$ cat src/rtl/axi_bw_pkg.sv
// Shared types and helpers for the AXI read-bandwidth master.
//   state_t           : run-control FSM states.
//   AXI_* constants   : fixed AXI encodings used on the AR/R channels.
//   axsize()          : ARSIZE encoding for a given data-bus width.
//   exp_word()        : 32-bit test pattern word for global beat index g.
package axi_bw_pkg;

  typedef enum logic [1:0] {
    IDLE,
    RUN,
    DRAIN,
    DONE
  } state_t;

  localparam logic [1:0] AXI_BURST_INCR    = 2'b01;
  localparam logic [1:0] AXI_RESP_OKAY     = 2'b00;
  localparam logic [3:0] AXI_CACHE_DEFAULT = 4'b0011;

  function automatic logic [2:0] axsize(input int unsigned data_width);
    return 3'($clog2(data_width / 8));
  endfunction

  // Pattern word; the full beat is this word replicated across the data bus.
  function automatic logic [31:0] exp_word(input logic [31:0] g);
    return g;
  endfunction

endpackage

$ cat src/rtl/axi_rd_chk.sv
// R-channel checker: tracks the global beat index and the beat position inside the
// current burst, and counts data-pattern mismatches, RLAST-position errors and
// non-OKAY responses.
//   clk_i, rst_i      : clock, synchronous active-high reset
//   clear_i           : start of a new run; clears index, position and counters
//   check_en_i        : enables the data-pattern comparison
//   blen_i            : ARLEN of the bursts in this run
//   r_hs_i            : R handshake this cycle
//   rdata_i/rresp_i/rlast_i : R payload
//   err_cnt_o         : pattern mismatches plus RLAST-position errors
//   resp_err_cnt_o    : beats with RRESP != OKAY
module axi_rd_chk
  import axi_bw_pkg::*;
#(
  parameter int unsigned DATA_WIDTH     = 64,
  parameter int unsigned B_BURST_LENGTH = 4,
  parameter int unsigned CNT_WIDTH      = 32
) (
  input  logic                      clk_i,
  input  logic                      rst_i,
  input  logic                      clear_i,
  input  logic                      check_en_i,
  input  logic [B_BURST_LENGTH-1:0] blen_i,
  input  logic                      r_hs_i,
  input  logic [DATA_WIDTH-1:0]     rdata_i,
  input  logic [1:0]                rresp_i,
  input  logic                      rlast_i,
  output logic [CNT_WIDTH-1:0]      err_cnt_o,
  output logic [CNT_WIDTH-1:0]      resp_err_cnt_o
);

  // One extra bit so a burst overrunning ARLEN is still seen as "past the end".
  localparam int unsigned BeatW = B_BURST_LENGTH + 1;
  localparam int unsigned SumW  = CNT_WIDTH + 1;

  logic [31:0]          g_q;
  logic [BeatW-1:0]     beat_q;
  logic [CNT_WIDTH-1:0] err_q, resp_err_q;

  logic [DATA_WIDTH-1:0] exp_data;
  logic                  at_last, data_err, last_err, resp_err;
  logic [SumW-1:0]       err_sum;

  assign exp_data = {(DATA_WIDTH / 32){exp_word(g_q)}};
  assign at_last  = (beat_q == BeatW'(blen_i));
  assign data_err = r_hs_i & check_en_i & (rdata_i != exp_data);
  // Covers both an early RLAST and a missing one on the final beat.
  assign last_err = r_hs_i & (rlast_i != at_last);
  assign resp_err = r_hs_i & (rresp_i != AXI_RESP_OKAY);
  // A single beat can carry both a data and a position error.
  assign err_sum  = {1'b0, err_q} + SumW'(data_err) + SumW'(last_err);

  always_ff @(posedge clk_i) begin
    if (rst_i || clear_i) begin
      g_q        <= '0;
      beat_q     <= '0;
      err_q      <= '0;
      resp_err_q <= '0;
    end else if (r_hs_i) begin
      g_q <= g_q + 32'd1;
      if (rlast_i) begin
        beat_q <= '0;
      end else if (!(&beat_q)) begin
        beat_q <= beat_q + BeatW'(1);
      end
      err_q <= err_sum[CNT_WIDTH] ? '1 : err_sum[CNT_WIDTH-1:0];
      if (resp_err && !(&resp_err_q)) begin
        resp_err_q <= resp_err_q + CNT_WIDTH'(1);
      end
    end
  end

  assign err_cnt_o      = err_q;
  assign resp_err_cnt_o = resp_err_q;

endmodule

$ cat src/rtl/axi_mst_rd_bw.sv
// AXI3 read master for DDR read-bandwidth measurement. Issues NBURST INCR bursts of
// BLEN+1 beats from ADDR with at most MAX_OUTSTANDING in flight, checks the returned
// data pattern and reports cycle/beat/error counters.
//   clk, rst          : clock, synchronous active-high reset
//   m_axi_ar*         : read address channel (master side)
//   m_axi_r*          : read data channel (master side)
//   START_REG         : level; rising edge in IDLE/DONE starts a run
//   ADDR/NBURST/BLEN/CHECK_EN_REG : run configuration, latched at start
//   IDLE_REG/DONE_REG : status
//   CYCLES/BEATS/ERR/RESP_ERR_REG : saturating statistics counters
module axi_mst_rd_bw
  import axi_bw_pkg::*;
#(
  parameter int unsigned ID_WIDTH        = 6,
  parameter int unsigned DATA_WIDTH      = 64,
  parameter int unsigned B_BURST_LENGTH  = 4,
  parameter int unsigned MAX_OUTSTANDING = 8,
  parameter int unsigned CNT_WIDTH       = 32
) (
  input  logic                      clk,
  input  logic                      rst,
  output logic [ID_WIDTH-1:0]       m_axi_arid,
  output logic [31:0]               m_axi_araddr,
  output logic [B_BURST_LENGTH-1:0] m_axi_arlen,
  output logic [2:0]                m_axi_arsize,
  output logic [1:0]                m_axi_arburst,
  output logic [1:0]                m_axi_arlock,
  output logic [3:0]                m_axi_arcache,
  output logic [2:0]                m_axi_arprot,
  output logic [3:0]                m_axi_arqos,
  output logic                      m_axi_arvalid,
  input  logic                      m_axi_arready,
  input  logic [ID_WIDTH-1:0]       m_axi_rid,
  input  logic [DATA_WIDTH-1:0]     m_axi_rdata,
  input  logic [1:0]                m_axi_rresp,
  input  logic                      m_axi_rlast,
  input  logic                      m_axi_rvalid,
  output logic                      m_axi_rready,
  input  logic                      START_REG,
  input  logic [31:0]               ADDR_REG,
  input  logic [31:0]               NBURST_REG,
  input  logic [B_BURST_LENGTH-1:0] BLEN_REG,
  input  logic                      CHECK_EN_REG,
  output logic                      IDLE_REG,
  output logic                      DONE_REG,
  output logic [CNT_WIDTH-1:0]      CYCLES_REG,
  output logic [CNT_WIDTH-1:0]      BEATS_REG,
  output logic [CNT_WIDTH-1:0]      ERR_REG,
  output logic [CNT_WIDTH-1:0]      RESP_ERR_REG
);

  localparam int unsigned OstW = $clog2(MAX_OUTSTANDING) + 1;

  state_t state_q, state_d;

  logic                      start_q, start_rise;
  logic [31:0]               addr_q, nburst_q, issued_q, completed_q, burst_bytes;
  logic [B_BURST_LENGTH-1:0] blen_q;
  logic                      check_en_q;
  logic [OstW-1:0]           ost_q;
  logic [CNT_WIDTH-1:0]      cycles_q, beats_q;
  logic                      ar_hs, r_hs, r_last_hs, last_ar, all_done, busy;

  // RID is not used: every burst carries ID 0 and returns in order.
  logic unused_rid;
  assign unused_rid = ^m_axi_rid;

  assign busy       = (state_q == RUN) || (state_q == DRAIN);
  assign start_rise = START_REG && !start_q && ((state_q == IDLE) || (state_q == DONE));
  assign ar_hs      = m_axi_arvalid && m_axi_arready;
  assign r_hs       = m_axi_rvalid && m_axi_rready;
  assign r_last_hs  = r_hs && m_axi_rlast;
  assign last_ar    = ar_hs && ((issued_q + 32'd1) == nburst_q);
  // Leave DRAIN on the cycle of the final RLAST so CYCLES includes that cycle.
  assign all_done   = (completed_q + 32'(r_last_hs)) == nburst_q;
  assign burst_bytes = (32'(blen_q) + 32'd1) << axsize(DATA_WIDTH);

  always_comb begin
    state_d = state_q;
    unique case (state_q)
      IDLE, DONE: if (start_rise) state_d = (NBURST_REG == 32'd0) ? DONE : RUN;
      RUN:        if (last_ar) state_d = DRAIN;
      DRAIN:      if (all_done) state_d = DONE;
      default:    state_d = IDLE;
    endcase
  end

  // Tracks START through reset too, so a level held across reset is not an edge.
  always_ff @(posedge clk) begin
    start_q <= START_REG;
  end

  always_ff @(posedge clk) begin
    if (rst) state_q <= IDLE;
    else     state_q <= state_d;
  end

  always_ff @(posedge clk) begin
    if (rst) begin
      addr_q      <= '0;
      nburst_q    <= '0;
      blen_q      <= '0;
      check_en_q  <= 1'b0;
      issued_q    <= '0;
      completed_q <= '0;
      ost_q       <= '0;
      cycles_q    <= '0;
      beats_q     <= '0;
    end else if (start_rise) begin
      addr_q      <= ADDR_REG;
      nburst_q    <= NBURST_REG;
      blen_q      <= BLEN_REG;
      check_en_q  <= CHECK_EN_REG;
      issued_q    <= '0;
      completed_q <= '0;
      ost_q       <= '0;
      cycles_q    <= '0;
      beats_q     <= '0;
    end else begin
      if (ar_hs) begin
        issued_q <= issued_q + 32'd1;
        addr_q   <= addr_q + burst_bytes;
      end
      if (r_last_hs) completed_q <= completed_q + 32'd1;
      // Guard against a stray RLAST with nothing in flight.
      unique case ({ar_hs, r_last_hs && (ost_q != '0)})
        2'b10:   ost_q <= ost_q + OstW'(1);
        2'b01:   ost_q <= ost_q - OstW'(1);
        default: ost_q <= ost_q;
      endcase
      if (busy && !(&cycles_q)) cycles_q <= cycles_q + CNT_WIDTH'(1);
      if (r_hs && !(&beats_q))  beats_q  <= beats_q + CNT_WIDTH'(1);
    end
  end

  // ARVALID cannot drop before ARREADY: issued and ost only move on a handshake
  // (ost can also fall, which only keeps the request asserted).
  assign m_axi_arvalid = (state_q == RUN) && (issued_q < nburst_q) &&
                         (ost_q < OstW'(MAX_OUTSTANDING));
  assign m_axi_araddr  = addr_q;
  assign m_axi_arlen   = blen_q;
  // Fixed fields read as zero when no request is presented.
  assign m_axi_arsize  = m_axi_arvalid ? axsize(DATA_WIDTH) : 3'd0;
  assign m_axi_arburst = m_axi_arvalid ? AXI_BURST_INCR : 2'b00;
  assign m_axi_arcache = m_axi_arvalid ? AXI_CACHE_DEFAULT : 4'b0000;
  assign m_axi_arid    = '0;
  assign m_axi_arlock  = '0;
  assign m_axi_arprot  = '0;
  assign m_axi_arqos   = '0;
  assign m_axi_rready  = busy;

  assign IDLE_REG   = (state_q == IDLE) || (state_q == DONE);
  assign DONE_REG   = (state_q == DONE);
  assign CYCLES_REG = cycles_q;
  assign BEATS_REG  = beats_q;

  axi_rd_chk #(
    .DATA_WIDTH    (DATA_WIDTH),
    .B_BURST_LENGTH(B_BURST_LENGTH),
    .CNT_WIDTH     (CNT_WIDTH)
  ) u_chk (
    .clk_i         (clk),
    .rst_i         (rst),
    .clear_i       (start_rise),
    .check_en_i    (check_en_q),
    .blen_i        (blen_q),
    .r_hs_i        (r_hs),
    .rdata_i       (m_axi_rdata),
    .rresp_i       (m_axi_rresp),
    .rlast_i       (m_axi_rlast),
    .err_cnt_o     (ERR_REG),
    .resp_err_cnt_o(RESP_ERR_REG)
  );

endmodule

$ cat config.mk
export PLATFORM = sky130hd
export DESIGN_NAME = axi_mst_rd_bw
export DESIGN_NICKNAME = d
export VERILOG_FILES = /design/src/rtl/axi_bw_pkg.sv /design/src/rtl/axi_rd_chk.sv /design/src/rtl/axi_mst_rd_bw.sv
export SDC_FILE = /design/constraint.sdc
export NUM_CORES = 1
export LEC_CHECK = 0
export BUFFER_PORTS_ARGS = -buffer_cell sky130_fd_sc_hd__buf_2
export CORE_MARGIN = 3
export CORE_UTILIZATION = 30
export CTS_BUF_LIST = sky130_fd_sc_hd__clkbuf_8 sky130_fd_sc_hd__clkbuf_16
export DETAILED_ROUTE_END_ITERATION = 8
export HOLD_SLACK_MARGIN = 0.05
export MAX_ROUTING_LAYER = met4
export PLACE_DENSITY = 0.49
export SETUP_SLACK_MARGIN = 0.15
export SYNTH_ARGS = -nofsm -noshare
export SYNTH_HDL_FRONTEND = slang
export SYNTH_SLANG_ARGS = --single-unit
export TNS_END_PERCENT = 5
$ cat constraint.sdc
create_clock -name clk -period 6 [get_ports clk]
set_input_delay 0.9 -clock clk [delete_from_list [all_inputs] [get_ports clk]]
set_output_delay 0.9 -clock clk [all_outputs]
set_load 0.02 [all_outputs]
==> run_results.csv, run 1 <==
group,metric,value,unit
job,cap_viol_max_count,0,
timing,timing.hold.ws,0.453,ns
timing,setup_viol,0,
logic_synthesis,syn_avg_cell_area,7.98,um2
logic_synthesis,synth.area.top_cells,"dfxtp_1, xor2_1, xnor2_1, nor2_1, nand2_1",
logic_synthesis,synth_top_area_frac,0.355,
drt,drt-total-wl,54.3,mm
clock_tree,clk_pin_slew_worst_paths,0.06,ns
clock_tree,htreeDepth,2,
drt,via_count,16035,
logic_synthesis,syn_area,0.0172,mm2
logic_synthesis,ys_seq_elements,305,
place,place_congestion,0.877,
place,place_worst_setup_slack,0.898,ns
floorplanning,coreArea,0.0565,mm2
layout,seqCellArea,0.00611,mm2
place,numPortBuffers,313,
timing,final_hold_viol_count,0,
worst_setup_path,cp.arrival,5.30,ns
timing,finalSetupTns,0,ns
worst_setup_path,slowest_stage,"o41ai_2",
worst_hold_path,hold_path_class,"reg -> reg",
logic_synthesis,async_reset_ff_frac,0,
drt,drt_first_pass_iters,5,
worst_setup_path,crit_path_end,"state_q[1]",
clock_tree,worstSkewPairLatency,0.58,ns
worst_setup_path,cpMostUsedCell,"ha_1",
worst_setup_path,startpoint,"state_q[0]",
global_routing,grt_pass1_vias,15332,
global_routing,antenna_found_initial,4,
global_routing,grt_max_degree,106,
logic_synthesis,synth.largest_area_cell,"dfxtp_1",
floorplanning,rows,87,
timing,clock.fmax,0.207,GHz
layout,syn2layout_area_growth,19.7,%
layout,final_layout_size_suffix_gt1_frac,0.167,
logic_synthesis,ys.flop_type,"dfxtp_1",
timing,period_needed,4.84,ns
logic_synthesis,synth_edf_count,0,
timing,worst_pin_slew,1.05,ns
drt,routed_via_density,5.00,
worst_setup_path,reg2reg_depth,16,
logic_synthesis,yosys.cell_types.count,78,
floorplanning,io-pin-count,339,
pwr,p_per_area,289,mW/mm2
timing,rsz0062_at_grt,"no",
timing,fin_crit_sh,0.806,
layout,nets,2628,
floorplanning,die_h,245,um
worst_setup_path,crit_path_end_kind,"flop",
pwr,ir_drop,0.209,mV
logic_synthesis,synth_cells,2155,
timing,fin_worst_skew,0.0405,ns
place,dp_hpwl,40.7,mm
worst_setup_path,path_max_fanout,9,
layout,multi_input_area,0.0103,mm2
global_routing,grt_use_total,0.179,
global_routing,grt_pass1_wl,84.8,mm
clock_tree,postCtsResizedCells,0,
worst_setup_path,crit_chain,"inv_1, ha_1, nor2b_2, nand2_1, clkinv_1, ha_1, ha_1, xnor2_1, xnor2_1, o22ai_1, nor4b_1, nand4_1, or4_1, o41ai_2, nand3_1, a221oi_2",
drt,antenna_left,0,
timing,slew_headroom,0.293,
clock_tree,post-cts-setup-buffers,0,
timing,setup_slack,1.16,ns
pwr,power,5.95,mW
worst_setup_path,required,6.46,ns
layout,fillCellCount,5986,
logic_synthesis,synth_warnings,0,
worst_setup_path,crit_path_start_kind,"flop",
clock_tree,ctsLongestPathBuffers,3,
timing,maxSlewViolCount,0,
worst_setup_path,crit_type,"reg -> reg",
layout,stdcell_count,3210,
place,numPlacedInstances,3135,
worst_setup_path,r2r-start,"state_q[0]",
status,status,"completed",
worst_setup_path,slowest_delay,0.68,ns
pwr,p_leak,7.94,nW
floorplanning,initial_core_util,0.304,
drt,wl_per_cell,16.9,um
clock_tree,cts_tree,"built",
clock_tree,cts_made_buffers,41,
floorplanning,die-area,0.0602,mm2
clock_tree,ctsHoldBuffers,0,
worst_setup_path,r2r_slack,1.16,ns
global_routing,gr-total-overflow,0,
worst_setup_path,r2r-end,"state_q[1]",
drt,drc,0,
clock_tree,numClockSinks,305,
logic_synthesis,yosysSeqAreaShare,0.355,
clock_tree,cts_root_buf,"clkbuf_16",
drt,first_iter_violations,885,
floorplanning,die_x,245,um
## metrics by stage
stage / cell area (um2) / utilization
floorplan: 17300 / -
global placement: 19300 / 0.341
detailed placement: 19300 / 0.341
CTS: 20600 / 0.364
global route: 20600 / 0.364
finish: 20600 / 0.364
## registers in the layout (all words and copies together), names as in the netlist, 2 cells and up
signal	count
nburst_q	32
m_axi_araddr	32
issued_q	32
completed_q	32
u_chk.resp_err_cnt_o	32
u_chk.beat_q	5
u_chk.g_q	32
BEATS_REG	32
CYCLES_REG	32
u_chk.err_cnt_o	32
state_q	2
ost_q	4
m_axi_arlen	4
## kinds of logic (layout without fill, tap and decap cells)
group / after synthesis / count (layout) / synth area share
other: 1 / 23 / 0.000218
buffers and inverters: 189 / 466 / 0.0518
and+or+nand+nor: 1001 / 1001 / 0.288
muxes: 7 / 7 / 0.00407
adders and majority gates: 59 / 59 / 0.0442
xor gates and xnor gates: 291 / 291 / 0.148
AOI/OAI and AO/OA: 302 / 302 / 0.108
DFF: 305 / 305 / 0.355
## power by group
| part | total (mW) | switching, mW | internal (mW) | leakage [nW] |
|---|---|---|---|---|
| clock | 2.37 | 0.981 | 1.39 | 0.679 |
| sequential | 2.29 | 0.154 | 2.14 | 2.47 |
| combinational | 1.29 | 0.840 | 0.448 | 4.80 |
## metal layers
layer | wire [um] | global-route usage | up-vias
met5 | 0 | - | -
met4 | 1070 | 0.0464 | 0
met3 | 4000 | 0.0510 | 70
met2 | 24400 | 0.280 | 362
met1 | 24800 | 0.228 | 7556
li1 | - | - | 8047
## Yosys cell counts (30+ instances only)
| library cell | count |
|---|---|
| nand4_1 | 77 |
| dfxtp_1 | 305 |
| clkbuf_1 | 74 |
| a21oi_1 | 129 |
| xor2_1 | 149 |
| and3_1 | 59 |
| nand2_1 | 228 |
| inv_1 | 71 |
| o21ai_0 | 56 |
| nand3_1 | 112 |
| xnor2_1 | 142 |
| nor2_1 | 273 |
| ha_1 | 56 |
| or3_1 | 56 |
| nor4_1 | 30 |
| nor3_1 | 74 |
## layout make-up
| cell class | count | area share |
|---|---|---|
| tap | 756 | 0.0459 |
| inverter | 73 | 0.0133 |
| clock inverter | 26 | 0.0110 |
| multi-input combinational | 1679 | 0.500 |
| clock buffer | 45 | 0.0525 |
| sequential | 305 | 0.297 |
| antenna | 4 | 0.000486 |
| timing repair buffer | 322 | 0.0806 |
## layout by cell type (no fill, tap or decap), types with 6 or more instances in the layout
| cell type | instances |
|---|---|
| o22ai_1 | 14 |
| o211ai_1 | 9 |
| and4_1 | 26 |
| xnor2_1 | 142 |
| conb_1 | 19 |
| nor3_1 | 73 |
| a311oi_1 | 13 |
| clkinv_2 | 9 |
| nor2b_1 | 6 |
| nand3_1 | 112 |
| o21ai_0 | 56 |
| clkbuf_16 | 41 |
| inv_1 | 80 |
| or3_1 | 55 |
| a31oi_1 | 9 |
| nand2b_1 | 6 |
| nor3b_1 | 8 |
| buf_4 | 7 |
| a211oi_1 | 26 |
| and3_1 | 59 |
| buf_2 | 313 |
| nor2_1 | 273 |
| nand2_1 | 228 |
| xor2_1 | 149 |
| nand4_1 | 77 |
| dfxtp_1 | 305 |
| ha_1 | 56 |
| and2_1 | 15 |
| mux2i_1 | 7 |
| a21oi_1 | 129 |
| nor4_1 | 30 |
## worst min path at each step
stage | from | endpoint | slack, ns | depth (start not counted)
final | m_axi_araddr[1] | m_axi_araddr[1] | 0.45 | 2
after global routing | START_REG | start_q | 0.42 | 1
after CTS | START_REG | start_q | 0.40 | 1
after detailed placement | m_axi_araddr[1] | m_axi_araddr[1] | 0.45 | 2
after global placement | m_axi_araddr[2] | m_axi_araddr[2] | 0.44 | 2
after floorplan | check_en_q | check_en_q | 0.44 | 2
## critical path, delay by kind of cell, from the launching register on
kind / cells / cell delay [ns]
and+or+nand+nor: 6 / 1.68
AOI/OAI and AO/OA: 3 / 1.09
adders and majority gates: 3 / 0.94
DFF: 1 / 0.41
buffers and inverters: 2 / 0.32
xor gates and xnor gates: 2 / 0.29
Note: power is estimated with default switching activity, not from simulation.
==> run 2, diff against run 1 <==
Clock period 6 ns to 4.8 ns, I/O delays scaled along.
==> run 2 against run 1 <==
Compared with the run above: wire length up 0.41%; clock power up 25%; critical endpoint unchanged; sequential share of layout area down 0.16 points; clock-buffer cell count up 5; critical path type unchanged.
==> run_results.csv, run 2 (synthesized netlist as in run 1, its figures left out) <==
group,metric,value,unit
status,status,"completed",
floorplanning,coreArea,0.0565,mm2
clock_tree,cts_root_buf,"clkbuf_16",
pwr,ir_drop,0.461,mV
layout,nets,2640,
clock_tree,ctsHoldBuffers,0,
place,dpl_cell_area,0.0194,mm2
worst_setup_path,crit_path_end_kind,"flop",
place,place_worst_setup_slack,0.344,ns
pwr,p_leak,8.01,nW
floorplanning,initial_core_util,0.304,
floorplanning,io-pin-count,339,
timing,final_hold_viol_count,0,
layout,syn2layout_area_growth,20.4,%
floorplanning,die_h,245,um
timing,maxSlewViolCount,0,
layout,mostFrequentLayoutCells,"buf_2, dfxtp_1, nor2_1",
pwr,power,7.45,mW
worst_setup_path,slowest_stage,"or4b_4",
worst_setup_path,crit_path_start_kind,"flop",
timing,setup_viol,0,
timing,rsz0062_at_grt,"yes",
clock_tree,cts_made_buffers,40,
layout,utilization,0.366,
layout,final_common_cell,"buf_2",
drt,drt_first_pass_iters,5,
timing,clock.fmax,0.232,GHz
worst_setup_path,crit_chain,"inv_1, ha_1, nor2b_2, nand2_1, clkinv_1, ha_1, ha_4, inv_1, or4b_4, nand2b_4, nor3_1, o2bb2ai_1, or4_1, o41ai_2, buf_4, nand3_1, a221oi_2",
clock_tree,post-cts-setup-buffers,0,
job,cap_viol_max_count,0,
worst_setup_path,required,5.28,ns
drt,routed_via_density,5.00,
clock_tree,cts_tree,"built",
place,dp_hpwl,40.8,mm
place,place_congestion,0.860,
global_routing,grt_use_total,0.181,
clock_tree,ctsLongestPathBuffers,3,
drt,first_iter_violations,852,
worst_setup_path,path_buf_inv,4,
global_routing,grt_max_degree,160,
timing,timing.hold.ws,0.276,ns
drt,wl_per_cell,16.9,um
layout,stdcell_count,3223,
place,numPlacedInstances,3148,
worst_setup_path,path_max_fanout,6,
floorplanning,die-area,0.0602,mm2
worst_setup_path,crit_type,"reg -> reg",
global_routing,gr-total-overflow,0,
global_routing,grt_pass1_vias,15479,
timing,setup_slack,0.497,ns
drt,drt-total-wl,54.5,mm
clock_tree,numClockSinks,305,
timing,fin_crit_sh,0.897,
place,numPortBuffers,313,
clock_tree,worstSkewPairLatency,0.57,ns
drt,via_count,16106,
global_routing,antenna_found_initial,5,
timing,finalSetupTns,0,ns
timing,worst_pin_slew,0.968,ns
worst_setup_path,cp.arrival,4.79,ns
floorplanning,die_x,245,um
layout,design_area,0.0207,mm2
timing,slew_headroom,0.349,
drt,antenna_left,0,
worst_hold_path,hold_path_class,"in -> reg",
timing,period_needed,4.30,ns
floorplanning,rows,87,
pwr,p_per_area,360,mW/mm2
global_routing,grt_pass1_wl,86.1,mm
clock_tree,htreeDepth,2,
layout,final_layout_size_suffix_gt1_frac,0.172,
timing,fin_worst_skew,0.0352,ns
drt,drc,0,
worst_setup_path,slowest_delay,0.57,ns
worst_setup_path,cp_top_family,"simple AND/OR/NAND/NOR gates",
clock_tree,clk_pin_slew_worst_paths,0.06,ns
## run 2: cell types whose count changed in the layout (fill, tap and decap cells not counted), sizes merged
cell and change:
buf +13, bufinv -1, clkbuf +5, clkinv -5, diode +1
## run 2: routing by layer
layer  vias to the layer above  part of all wire  track usage
li1                       8058                 -            -
met1                      7600              0.45        0.232
met2                       386              0.45        0.285
met3                        62             0.076       0.0484
met4                         0             0.020       0.0441
met5                         -                 0            -
## run 2: final cells by class
type / count / area (um2)
fillers: 5971 / 35800
multi-input cells: 1679 / 10300
flip-flops and latches: 305 / 6110
repair buffers: 335 / 1760
clock buffers: 50 / 1140
well taps: 756 / 946
inverters: 73 / 274
clock inverters: 20 / 168
diodes: 5 / 12.5
## run 2: repair_timing
item / CTS / global route
gates resized for setup: 0 / 2
endpoints found under the setup margin: 0 / 8
endpoints found under the hold margin: 0 / 0
## run 2: worst paths after layout
path,from,end,slack (ns),depth (start not counted)
setup / recovery,state_q[0],state_q[1],0.50,17
hold / removal,START_REG,start_q,0.28,1
setup reg to reg,state_q[0],state_q[1],0.50,17
hold reg to reg,m_axi_araddr[1],m_axi_araddr[1],0.46,2
## run 2: worst reg2reg max path, stage by stage, from the launching register on
cell and delay (ns):
dfxtp_1 0.40, inv_1 0.07, ha_1 0.36, nor2b_2 0.15
nand2_1 0.15, clkinv_1 0.10, ha_1 0.26, ha_4 0.20
inv_1 0.04, or4b_4 0.57, nand2b_4 0.18, nor3_1 0.19
o2bb2ai_1 0.09, or4_1 0.54, o41ai_2 0.35, buf_4 0.19
nand3_1 0.11, a221oi_2 0.29
## run 2: power by group
part,internal (mW),switching (mW)
combinational,0.578,1.07
sequential,2.67,0.174
clock,1.74,1.22
total,4.98,2.47
==> run 3, diff against run 2 <==
Settings changed: ABC_AREA set to 1, PLACE_DENSITY 0.49 to 0.48.
==> run 3 against run 2 <==
Compared with the run above: die area increased by 13%; via count increased by 22%; sequential share of layout area decreased by 3.1 points; critical path type unchanged; largest cell class unchanged.
==> run_results.csv, run 3 <==
group,metric,value,unit
status,status,"completed",
pwr,p_per_area,380,mW/mm2
floorplanning,rows,92,
timing,rsz0062_at_grt,"no",
logic_synthesis,async_reset_ff_frac,0,
timing,fin_worst_skew,0.0138,ns
timing,worst_pin_slew,0.931,ns
timing,clock.fmax,0.248,GHz
logic_synthesis,synth.most_common_cell,"nand2_1",
layout,nets,3477,
worst_hold_path,hold_depth,1,
timing,finalSetupTns,0,ns
worst_setup_path,path_max_fanout,4,
place,dpl_cell_area,0.0219,mm2
layout,final_common_cell,"nand2_1",
clock_tree,cts_tree,"built",
logic_synthesis,ys.flop_type,"dfxtp_1",
logic_synthesis,yosys.cell_types.count,59,
place,numPlacedInstances,4073,
logic_synthesis,syn_avg_cell_area,6.53,um2
logic_synthesis,synth_edf_count,0,
clock_tree,postCtsResizedCells,0,
layout,stdcell_count,4147,
job,cap_viol_max_count,0,
place,numPortBuffers,313,
drt,wl_per_cell,16.0,um
clock_tree,htreeDepth,2,
floorplanning,die_x,261,um
floorplanning,die_h,261,um
logic_synthesis,syn_area,0.0194,mm2
timing,maxSlewViolCount,0,
logic_synthesis,synth.largest_area_cell,"dfxtp_1",
global_routing,grt_use_total,0.198,
worst_setup_path,crit_path_start_kind,"flop",
logic_synthesis,synth.area.top_cells,"dfxtp_1, nand2_1, inv_1, nor2_1, a21oi_1",
logic_synthesis,yosysSeqAreaShare,0.314,
logic_synthesis,ys_seq_elements,305,
clock_tree,clk_pin_slew_worst_paths,0.06,ns
drt,via_count,19723,
clock_tree,worstSkewPairLatency,0.56,ns
worst_setup_path,required,5.20,ns
clock_tree,post-cts-setup-buffers,0,
clock_tree,cts_root_buf,"clkbuf_16",
pwr,p_leak,9.32,nW
layout,final_layout_size_suffix_gt1_frac,0.149,
worst_setup_path,cp.arrival,4.43,ns
global_routing,gr-total-overflow,0,
timing,fin_crit_sh,0.840,
drt,first_iter_violations,1189,
logic_synthesis,synth_top_area_frac,0.314,
timing,slew_headroom,0.379,
clock_tree,ctsHoldBuffers,0,
logic_synthesis,synthTopCellsByCount,"nand2_1, inv_1, nor2_1",
drt,drc,0,
drt,drt_first_pass_iters,5,
place,dp_hpwl,51.8,mm
floorplanning,coreArea,0.0635,mm2
worst_setup_path,r2r-start,"u_chk.g_q[14]",
layout,design_area,0.0232,mm2
worst_setup_path,r2r_slack,0.77,ns
floorplanning,die-area,0.0679,mm2
timing,period_needed,4.03,ns
logic_synthesis,synth_warnings,0,
timing,final_hold_viol_count,0,
worst_setup_path,r2r-end,"u_chk.err_cnt_o[30]",
floorplanning,io-pin-count,339,
worst_hold_path,hold_path_end,"start_q",
drt,drt-total-wl,66.5,mm
floorplanning,initial_core_util,0.306,
clock_tree,cts_made_buffers,42,
worst_hold_path,worstHoldStart,"START_REG",
pwr,ir_drop,0.270,mV
global_routing,antenna_found_initial,1,
place,place_congestion,0.877,
global_routing,grt_pass1_wl,104,mm
worst_setup_path,crit_path_end_kind,"flop",
worst_setup_path,crit_type,"reg -> reg",
worst_hold_path,hold_path_class,"in -> reg",
worst_setup_path,reg2reg_depth,24,
layout,utilization,0.365,
clock_tree,numClockSinks,305,
global_routing,grt_max_degree,78,
logic_synthesis,synth_cells,2978,
clock_tree,ctsLongestPathBuffers,3,
timing,setup_viol,0,
layout,syn2layout_area_growth,19.2,%
drt,antenna_left,0,
layout,mostFrequentLayoutCells,"nand2_1, inv_1, nor2_1",
drt,routed_via_density,4.76,
global_routing,grt_pass1_vias,18550,
==> run 3: cell count changes after synthesis, sizes merged, moves of 27 or more <==
cell,change
and4,-27
and3,-60
nand2,+459
a21oi,+118
nor2,+110
or3,-56
o21ai,+141
xor2,-70
nor3,+34
nand3,+43
xnor2,-65
inv,+281
==> run 3: through the flow <==
step	worst slack [ns]	hold WS [ns]	total power, mW
after floorplan	0.977	0.440	4.93
after global placement	0.363	0.453	5.83
after detailed placement	0.295	0.451	5.84
after CTS	0.725	0.277	8.96
after global routing	0.351	0.296	9.43
final	0.768	0.324	8.81
==> run 3: critical path, cell delays in order, from the launching register on <==
cell	delay, ns
dfxtp_1	0.50
inv_1	0.22
or2_2	0.31
nand4_1	0.08
a2111oi_0	0.10
nand3_1	0.12
o211ai_1	0.10
fa_1	0.46
inv_1	0.08
ha_1	0.19
nand3_1	0.13
nor2_1	0.11
nand3_1	0.10
nor2_2	0.15
nand2_2	0.10
nor2_4	0.15
nand2_2	0.10
nor2_4	0.13
nand2_1	0.10
nor2_2	0.17
nand2_1	0.12
clkinv_1	0.09
nand2_1	0.05
a21oi_1	0.13
a21oi_1	0.08
==> run 3: per-layer routing <==
layer | share of wire | global-route usage | wire, um | vias to the layer above
li1 | - | - | - | 10328
met1 | 0.48 | 0.269 | 31800 | 8920
met2 | 0.46 | 0.313 | 30400 | 390
met3 | 0.043 | 0.0246 | 2890 | 85
met4 | 0.022 | 0.0496 | 1440 | 0
met5 | 0 | - | 0 | -
==> run 3: how the worst max path moves through the flow <==
stage | end | cells past startpoint | slack (ns) | from
floorplan | u_chk.err_cnt_o[30] | 25 | 0.98 | state_q[0]
global placement | u_chk.err_cnt_o[30] | 26 | 0.36 | m_axi_rdata[17]
CTS | u_chk.err_cnt_o[30] | 25 | 0.73 | u_chk.g_q[17]
global route | u_chk.err_cnt_o[30] | 25 | 0.35 | state_q[0]
finish | u_chk.err_cnt_o[30] | 24 | 0.77 | u_chk.g_q[14]
detailed placement | u_chk.err_cnt_o[30] | 26 | 0.29 | m_axi_rdata[17]
==> run 3: cell families after synthesis <==
kind of cell	share of synthesized area
AND/OR/NAND/NOR	0.342
AO/OA/AOI/OAI	0.141
buffers and inverters	0.0931
flip-flops	0.314
XOR/XNOR	0.0703
adder cells (fa/ha/maj)	0.0391
other	0.000193
==> run 3: final cells by class <==
| type | instances | area [um2] |
|---|---|---|
| clock buffers | 49 | 1160 |
| well taps | 846 | 1060 |
| fillers | 7038 | 40400 |
| clock inverters | 24 | 163 |
| inverters | 356 | 1340 |
| diodes | 1 | 2.50 |
| repair buffers | 331 | 1730 |
| flip-flops and latches | 305 | 6110 |
| multi-input cells | 2235 | 11600 |
==> run 3: power breakdown <==
| group | total (mW) | leakage [nW] | internal (mW) | switching, mW |
|---|---|---|---|---|
| Sequential | 3.09 | 2.47 | 2.77 | 0.317 |
| Combinational | 2.66 | 6.15 | 0.871 | 1.79 |
| Clock | 3.06 | 0.701 | 1.81 | 1.24 |
| Total | 8.81 | 9.32 | 5.46 | 3.35 |
